<file path="config.mk">
export PLATFORM = sky130hd
export DESIGN_NAME = score_display
export DESIGN_NICKNAME = d
export VERILOG_FILES = /design/src/rtl/score_display.sv
export SDC_FILE = /design/constraint.sdc
export NUM_CORES = 1
export LEC_CHECK = 0
export ABC_AREA = 1
export ABC_CLOCK_PERIOD_IN_PS = 4600
export CAP_MARGIN = 5
export CELL_PAD_IN_SITES_DETAIL_PLACEMENT = 1
export CELL_PAD_IN_SITES_GLOBAL_PLACEMENT = 1
export CORE_AREA = 2 2 143 145
export DETAILED_ROUTE_END_ITERATION = 8
export DIE_AREA = 0 0 145 147
export PLACE_DENSITY = 0.81
export SETUP_SLACK_MARGIN = 0.4
export SYNTH_ARGS = -nofsm -noshare
export SYNTH_HDL_FRONTEND = slang
export SYNTH_SLANG_ARGS = --single-unit
</file>
<file path="constraint.sdc">
create_clock -name clk -period 4.6 [get_ports clk]
set_input_delay 0.92 -clock clk [delete_from_list [all_inputs] [get_ports clk]]
set_output_delay 0.92 -clock clk [all_outputs]
set_load 0.05 [all_outputs]
</file>
<file path="src/rtl/score_display.sv">
// ---------------------------------------------------------------------------
// score_display
//   Quiz scoreboard. A debounced push-button registers one answer per press.
//   The exist input marks the answer correct or incorrect. A sequential
//   restoring divider works out the percentage of correct answers. Six
//   seven-segment digits show counts, percentage or total, as chosen by
//   display_state.
//
// Parameters
//   CNT_DIGITS     : decimal digits per score field (1..3)
//   DEBOUNCE_CYC   : stable synchronised samples needed for a level change
//   SEG_ACTIVE_LOW : 1 = a segment is lit by driving 0
//
// Ports
//   clk           in   system clock, rising edge
//   resetn        in   asynchronous active-low reset
//   input_key     in   raw button, pressed = 0, asynchronous to clk
//   exist         in   1 = correct answer, sampled when a press is accepted
//   display_state in   0 counts, 1 percent, 2 total, 3 blank
//   hex5..hex0    out  segment patterns {g,f,e,d,c,b,a}, hex5 leftmost
//   busy          out  high while a percentage computation runs
//
// The divider state is held in state_q (S_IDLE/S_LOAD/S_DIV/S_DONE).
// ---------------------------------------------------------------------------
module score_display #(
  parameter int CNT_DIGITS     = 2,
  parameter int DEBOUNCE_CYC   = 16,
  parameter int SEG_ACTIVE_LOW = 1
) (
  input  logic       clk,
  input  logic       resetn,
  input  logic       input_key,
  input  logic       exist,
  input  logic [1:0] display_state,
  output logic [6:0] hex5,
  output logic [6:0] hex4,
  output logic [6:0] hex3,
  output logic [6:0] hex2,
  output logic [6:0] hex1,
  output logic [6:0] hex0,
  output logic       busy
);

  localparam int MAX_COUNT = (CNT_DIGITS <= 1) ? 9 : (CNT_DIGITS == 2) ? 99 : 999;
  localparam int CW  = $clog2(MAX_COUNT + 1);
  localparam int TW  = $clog2(2 * MAX_COUNT + 1);
  localparam int DBW = $clog2(DEBOUNCE_CYC);
  // 999 * 100 = 99900 fits in 17 bits, hence 17 quotient iterations.
  localparam int NW  = 17;

  localparam logic [DBW-1:0] DB_LAST  = DBW'(DEBOUNCE_CYC - 1);
  localparam logic [CW-1:0]  CNT_MAX  = CW'(MAX_COUNT);
  localparam logic [41:0]    DISP_OFF = (SEG_ACTIVE_LOW != 0) ? {42{1'b1}} : 42'd0;
  localparam logic [6:0]     SEG_P    = 7'h73;
  localparam logic [6:0]     SEG_T    = 7'h78;

  typedef enum logic [1:0] {S_IDLE, S_LOAD, S_DIV, S_DONE} div_state_t;

  logic             sync1_q, sync1_d, sync2_q, sync2_d;
  logic [DBW-1:0]   db_cnt_q, db_cnt_d;
  logic             deb_q, deb_d, deb_prev_q, deb_prev_d;
  logic             armed_q, armed_d;
  logic             accept;
  logic [CW-1:0]    correct_q, correct_d, incorrect_q, incorrect_d;
  logic [TW-1:0]    total;
  div_state_t       state_q, state_d;
  logic             pending_q, pending_d;
  logic             busy_q, busy_d;
  logic [NW-1:0]    num_q, num_d;
  logic [TW-1:0]    rem_q, rem_d;
  logic [TW-1:0]    div_q, div_d;
  logic [TW:0]      rem_shift;
  logic [4:0]       iter_q, iter_d;
  logic [6:0]       percent_q, percent_d;
  logic [41:0]      disp_q, disp_d;
  logic [41:0]      raw;
  logic [9:0]       c10, i10, p10, t10;
  logic [10:0]      total_w;

  function automatic logic [6:0] seg_of(input logic [3:0] d);
    logic [6:0] s;
    case (d)
      4'd0: s = 7'h3F;
      4'd1: s = 7'h06;
      4'd2: s = 7'h5B;
      4'd3: s = 7'h4F;
      4'd4: s = 7'h66;
      4'd5: s = 7'h6D;
      4'd6: s = 7'h7D;
      4'd7: s = 7'h07;
      4'd8: s = 7'h7F;
      4'd9: s = 7'h6F;
      default: s = 7'h00;
    endcase
    return s;
  endfunction

  // Three right-aligned digits. Leading zeros are blank, and the units digit always shows.
  function automatic logic [20:0] num3(input logic [9:0] v);
    logic [3:0] h, t, u;
    h = 4'(v / 10'd100);
    t = 4'((v / 10'd10) % 10'd10);
    u = 4'(v % 10'd10);
    return {(v >= 10'd100) ? seg_of(h) : 7'h00,
            (v >= 10'd10)  ? seg_of(t) : 7'h00,
            seg_of(u)};
  endfunction

  assign total  = TW'(correct_q) + TW'(incorrect_q);
  // One event per press: the debounced level falling.
  assign accept = deb_prev_q & ~deb_q;
  assign rem_shift = {rem_q, num_q[NW-1]};

  always_comb begin
    sync1_d    = input_key;
    sync2_d    = sync1_q;
    deb_prev_d = deb_q;
    armed_d    = armed_q;
    deb_d      = deb_q;
    db_cnt_d   = '0;
    // After reset the key must be seen released before any press counts.
    // This stops a key held across reset from registering.
    if (!armed_q) begin
      if (sync2_q) begin
        if (db_cnt_q == DB_LAST) armed_d = 1'b1;
        else                     db_cnt_d = db_cnt_q + DBW'(1);
      end
    end else if (sync2_q != deb_q) begin
      if (db_cnt_q == DB_LAST) deb_d = sync2_q;
      else                     db_cnt_d = db_cnt_q + DBW'(1);
    end

    correct_d   = correct_q;
    incorrect_d = incorrect_q;
    if (accept) begin
      if (exist && (correct_q != CNT_MAX))    correct_d   = correct_q + CW'(1);
      if (!exist && (incorrect_q != CNT_MAX)) incorrect_d = incorrect_q + CW'(1);
    end

    state_d   = state_q;
    pending_d = pending_q;
    num_d     = num_q;
    rem_d     = rem_q;
    div_d     = div_q;
    iter_d    = iter_q;
    percent_d = percent_q;
    case (state_q)
      S_IDLE: begin
        if (accept) state_d = S_LOAD;
      end
      S_LOAD: begin
        num_d   = NW'(correct_q) * NW'(100);
        div_d   = total;
        rem_d   = '0;
        iter_d  = '0;
        state_d = S_DIV;
        // Counters change on this edge, after the operands were latched.
        if (accept) pending_d = 1'b1;
      end
      S_DIV: begin
        if (rem_shift >= {1'b0, div_q}) begin
          rem_d = TW'(rem_shift - {1'b0, div_q});
          num_d = {num_q[NW-2:0], 1'b1};
        end else begin
          rem_d = TW'(rem_shift);
          num_d = {num_q[NW-2:0], 1'b0};
        end
        iter_d = iter_q + 5'd1;
        if (iter_q == 5'(NW - 1)) state_d = S_DONE;
        if (accept) pending_d = 1'b1;
      end
      S_DONE: begin
        // A stale result is dropped so that only the latest counts are shown.
        if (pending_q || accept) begin
          pending_d = 1'b0;
          state_d   = S_LOAD;
        end else begin
          percent_d = (div_q == '0) ? 7'd0 : num_q[6:0];
          state_d   = S_IDLE;
        end
      end
      default: state_d = S_IDLE;
    endcase
    busy_d = (state_d != S_IDLE);

    c10     = 10'(correct_q);
    i10     = 10'(incorrect_q);
    p10     = 10'(percent_q);
    total_w = 11'(total);
    t10     = (total_w > 11'd999) ? 10'd999 : total_w[9:0];
    case (display_state)
      2'd0:    raw = {num3(c10), num3(i10)};
      2'd1:    raw = {SEG_P, 14'd0, num3(p10)};
      2'd2:    raw = {SEG_T, 14'd0, num3(t10)};
      default: raw = 42'd0;
    endcase
    disp_d = (SEG_ACTIVE_LOW != 0) ? ~raw : raw;
  end

  always_ff @(posedge clk or negedge resetn) begin
    if (!resetn) begin
      sync1_q     <= 1'b0;
      sync2_q     <= 1'b0;
      db_cnt_q    <= '0;
      deb_q       <= 1'b1;
      deb_prev_q  <= 1'b1;
      armed_q     <= 1'b0;
      correct_q   <= '0;
      incorrect_q <= '0;
      state_q     <= S_IDLE;
      pending_q   <= 1'b0;
      busy_q      <= 1'b0;
      num_q       <= '0;
      rem_q       <= '0;
      div_q       <= '0;
      iter_q      <= '0;
      percent_q   <= '0;
      disp_q      <= DISP_OFF;
    end else begin
      sync1_q     <= sync1_d;
      sync2_q     <= sync2_d;
      db_cnt_q    <= db_cnt_d;
      deb_q       <= deb_d;
      deb_prev_q  <= deb_prev_d;
      armed_q     <= armed_d;
      correct_q   <= correct_d;
      incorrect_q <= incorrect_d;
      state_q     <= state_d;
      pending_q   <= pending_d;
      busy_q      <= busy_d;
      num_q       <= num_d;
      rem_q       <= rem_d;
      div_q       <= div_d;
      iter_q      <= iter_d;
      percent_q   <= percent_d;
      disp_q      <= disp_d;
    end
  end

  assign hex5 = disp_q[41:35];
  assign hex4 = disp_q[34:28];
  assign hex3 = disp_q[27:21];
  assign hex2 = disp_q[20:14];
  assign hex1 = disp_q[13:7];
  assign hex0 = disp_q[6:0];
  assign busy = busy_q;

endmodule

</file>
==> summary.md <==
| Metric | Value |
|---|---|
| Run status | `complete, no violations` |
| Share of flip-flops with an asynchronous set or reset | `1.00` |
| Proportion of power drawn by flip-flops and latches | `0.505` |
| Sum of buffers and inverters on the critical path | `4` |
| Number of levels the H-tree was split into | `3` |
| Layout net count | `1414` |
| Routed wire length per instance | `18.2 µm` |
| Combined area of all synthesized cells | `8980 µm²` |
| Leakage power of the design | `5.45 nW` |
| Std-Cell Rows | `52` |
| Tmin final | `4.23 ns` |
| Wire length on met2 | `15.2 mm` |
| Highest layer used for signal routing | `met4` |
| Quantity of I/O buffers inserted on ports | `48` |
| Leading cell type by number of instances after synthesis | `sky130_fd_sc_hd__nand2_1` |
| Setup slack after layout | `0.374 ns` |
| Post-layout instance area | `11200 µm²` |
| Count of state elements after synthesis | `112` |
| Critical path startpoint category | `register` |
| Arrival time worst endpoint | `4.52 ns` |
| Number of distinct library cell variants in the gate-level netlist after synthesis | `50` |
| Setup repair after global routing missed its margin | `yes` |
| Fraction of final layout cells with drive strength greater than 1 | `0.218` |
| Placement-stage worst setup slack | `0.115 ns` |
| CTS tree | `done` |
| Sinks on Clock Net | `112` |
| Hold Fails Final Rpt | `0` |
| Prevailing post-synth register cell | `sky130_fd_sc_hd__dfrtp_1` |
| Worst-margin pin slew | `1.03 ns` |
| Number of antenna violations at the first check in global routing | `0` |
| Startpoint-to-endpoint class of the critical path | `reg2reg` |
| Post-route fraction of the period consumed by the critical path | `0.919` |
| Fraction of synthesized cell area taken by the top area cell type | `0.195` |
| Internal power contribution | `1.45 mW` |
| Headroom to the max-slew limit | `0.313` |
| Die outline height | `147 µm` |
| Cts bufs inserted | `9` |
| Delay of the slowest cell on the worst path | `0.46 ns` |
| Largest fanout on the critical path | `4` |
| Area growth from synthesis to layout | `24.6%` |
| Net switching power figure | `576 µW` |
| Ys Warns | `0` |
| Detailed Place HPWL | `18.7 mm` |
| I/O pin total | `49` |
| Detailed Route WL | `28.4 mm` |
| First-pass GRT wire length | `41.6 mm` |
| Max frequency | `0.237 GHz` |
| Classification of the worst-slack hold path | `reg2reg` |
| Aggregate global routing overflow | `0` |
| Portion of total power attributed to combinational logic | `0.088` |
| Cell mode on critical path | `sky130_fd_sc_hd__nand2_1` |
| Pwr/cell area | `181 nW/µm²` |
| Yosys top cell by area | `sky130_fd_sc_hd__dfrtp_1` |
| Library cell used as clock root buffer | `sky130_fd_sc_hd__clkbuf_16` |
| Number of iterations in the first detailed-routing pass | `5` |
| Kind of capture point of the worst setup path | `register` |
| Wire length the detailed router placed on met1 | `12.1 mm` |
| Hold buffer count at CTS | `0` |
| Setup tns final | `0 ns` |
| Aggregate global-route resource usage | `0.238` |
| Net count after synthesis | `1301` |
| Number of enable flip-flop cells after synthesis | `0` |
| Drt via density | `5.39` |
| Top cells by count, synth | `sky130_fd_sc_hd__nand2_1, sky130_fd_sc_hd__inv_1, sky130_fd_sc_hd__ha_1, sky130_fd_sc_hd__nand3_1, sky130_fd_sc_hd__nor2_1` |
| Total of endpoints with negative setup slack in the final report | `0` |
| Ranking of synthesized cells by area | `sky130_fd_sc_hd__dfrtp_1, sky130_fd_sc_hd__ha_1, sky130_fd_sc_hd__dfstp_2, sky130_fd_sc_hd__nand2_1, sky130_fd_sc_hd__inv_1` |
| Drt drc | `0` |
| Largest delay contributor family on the critical path | `simple AND/OR/NAND/NOR gates` |
| Worst clock skew | `0.0106 ns` |
| Routed via count | `8408` |
| Number of max-slew violations in the final report | `0` |
| Detailed Route Iter0 Violations | `454` |
| Sequential share of the synthesized area | `0.318` |
| Clock tree buffer depth | `2` |
| Fill cell instance count of the final layout | `2439` |
| Required @ worst endpoint | `4.90 ns` |
| Max Cap Viol | `0` |
| Avg Cell Area, Syn | `7.66 µm²` |
| Diodes inserted | `0` |
| Pin count of the biggest net entering global routing | `80` |
| Portion of total power attributed to the clock network | `0.407` |
| Final design utilization | `0.564` |
| Slowest CP cell | `sky130_fd_sc_hd__dfrtp_2` |
| Power, Total | `2.03 mW` |
| Post-DP Area | `9880 µm²` |
| Switching Fraction | `0.284` |
| Placeable Area | `19800 µm²` |
| Initial standard-cell utilization of the core | `0.453` |
| Via count of the first global-routing pass | `8537` |
| X dimension of the die | `145 µm` |
| Die area | `21300 µm²` |
| Number of standard cells after synthesis | `1173` |
| Clk Latency, worst-skew pair | `0.38 ns` |
| DRT antenna net count | `0` |
| Clock transition at the registers of the reported paths | `0.08 ns` |
| Met3 WL | `554 µm` |
| RD Place Congestion | `0.853` |
| Worst vdd ir | `0.178 mV` |
-- final cells by class --
type / instances / area [µm²] / area share
clock buffers: 9 / 225 / 0.0201
clock inverters: 7 / 73.8 / 0.00660
inverters: 193 / 732 / 0.0654
multi-input cells: 859 / 5980 / 0.535
flip-flops and latches: 112 / 2870 / 0.256
well taps: 270 / 338 / 0.0302
repair buffers: 111 / 966 / 0.0863
-- cell families after synthesis --
logic type                 Yosys count  synth area share
and+or+nand+nor                    496             0.248
xor gates and xnor gates            42            0.0451
DFF                                112             0.318
AOI/OAI and AO/OA                  198             0.130
other                                1          0.000418
buffers and inverters              202            0.0853
adders and majority gates          122             0.173
-- through the flow --
| step | hold slack [ns] | std cells |
|---|---|---|
| floorplan | 0.331 | 1173 |
| global placement | 0.335 | 1498 |
| detailed placement | 0.348 | 1498 |
| CTS | 0.369 | 1529 |
| global route | 0.373 | 1561 |
| finish | 0.361 | 1561 |
-- power by group through the flow --
stage	clock network [mW]	logic [mW]	registers [mW]
final	0.825	0.179	1.03
after global routing	0.867	0.191	1.03
after detailed placement	0	0.180	1.04
after CTS	0.838	0.180	1.03
after floorplan	0	0.0392	1.11
after global placement	0	0.177	1.04
-- routing by layer --
layer  vias to the layer above  global-route usage
met5                         -                   0
met4                         0              0.0614
met3                        42              0.0289
met2                       139               0.442
met1                      4205               0.294
li1                       4022                   -
-- layout by cell type (no fill, tap or decap), types with 8 or more instances in the layout --
master / n
sky130_fd_sc_hd__a21oi_1: 38
sky130_fd_sc_hd__buf_4: 60
sky130_fd_sc_hd__clkbuf_16: 9
sky130_fd_sc_hd__clkdlybuf4s50_1: 47
sky130_fd_sc_hd__dfrtp_1: 59
sky130_fd_sc_hd__dfrtp_2: 11
sky130_fd_sc_hd__dfstp_2: 42
sky130_fd_sc_hd__ha_1: 108
sky130_fd_sc_hd__ha_4: 8
sky130_fd_sc_hd__inv_1: 170
sky130_fd_sc_hd__inv_2: 17
sky130_fd_sc_hd__nand2_1: 222
sky130_fd_sc_hd__nand2_2: 34
sky130_fd_sc_hd__nand2_4: 17
sky130_fd_sc_hd__nand3_1: 79
sky130_fd_sc_hd__nand3_2: 11
sky130_fd_sc_hd__nand4_1: 8
sky130_fd_sc_hd__nor2_1: 75
sky130_fd_sc_hd__nor3_1: 9
sky130_fd_sc_hd__o21ai_0: 74
sky130_fd_sc_hd__o21ai_1: 18
sky130_fd_sc_hd__xor2_1: 30
-- sequential cells by signal, indices dropped and copies added (netlist names) --
name and flops:
disp_q 40, correct_q 7, incorrect_q 7, pending_q 1, busy 1, div_q 8, state_q 2, armed_q 1
num_q 17, db_cnt_q 4, sync1_q 1, iter_q 5, deb_prev_q 1, deb_prev_d 1, percent_q 7, rem_q 8
sync2_q 1
-- final timing paths --
check / startpoint / end / slack, ns / depth (start not counted)
max in group asynchronous: resetn / disp_q[9] / 2.95 / 2
worst min register to register: sync1_q / sync2_q / 0.36 / 0
min in group asynchronous: resetn / db_cnt_q[1] / 0.70 / 1
worst max-delay path: correct_q[0] / disp_q[11] / 0.37 / 25
worst max register to register: correct_q[0] / disp_q[11] / 0.37 / 25
worst min-delay path: sync1_q / sync2_q / 0.36 / 0
-- timing repair --
action,4_1_cts,5_1_grt
pin swaps,6,39
hold endpoints to repair,0,0
setup endpoints to repair,26,28
cloned,0,0
buffers inserted,15,32
resized for setup,37,114
Note: power is estimated with default switching activity, not from simulation.
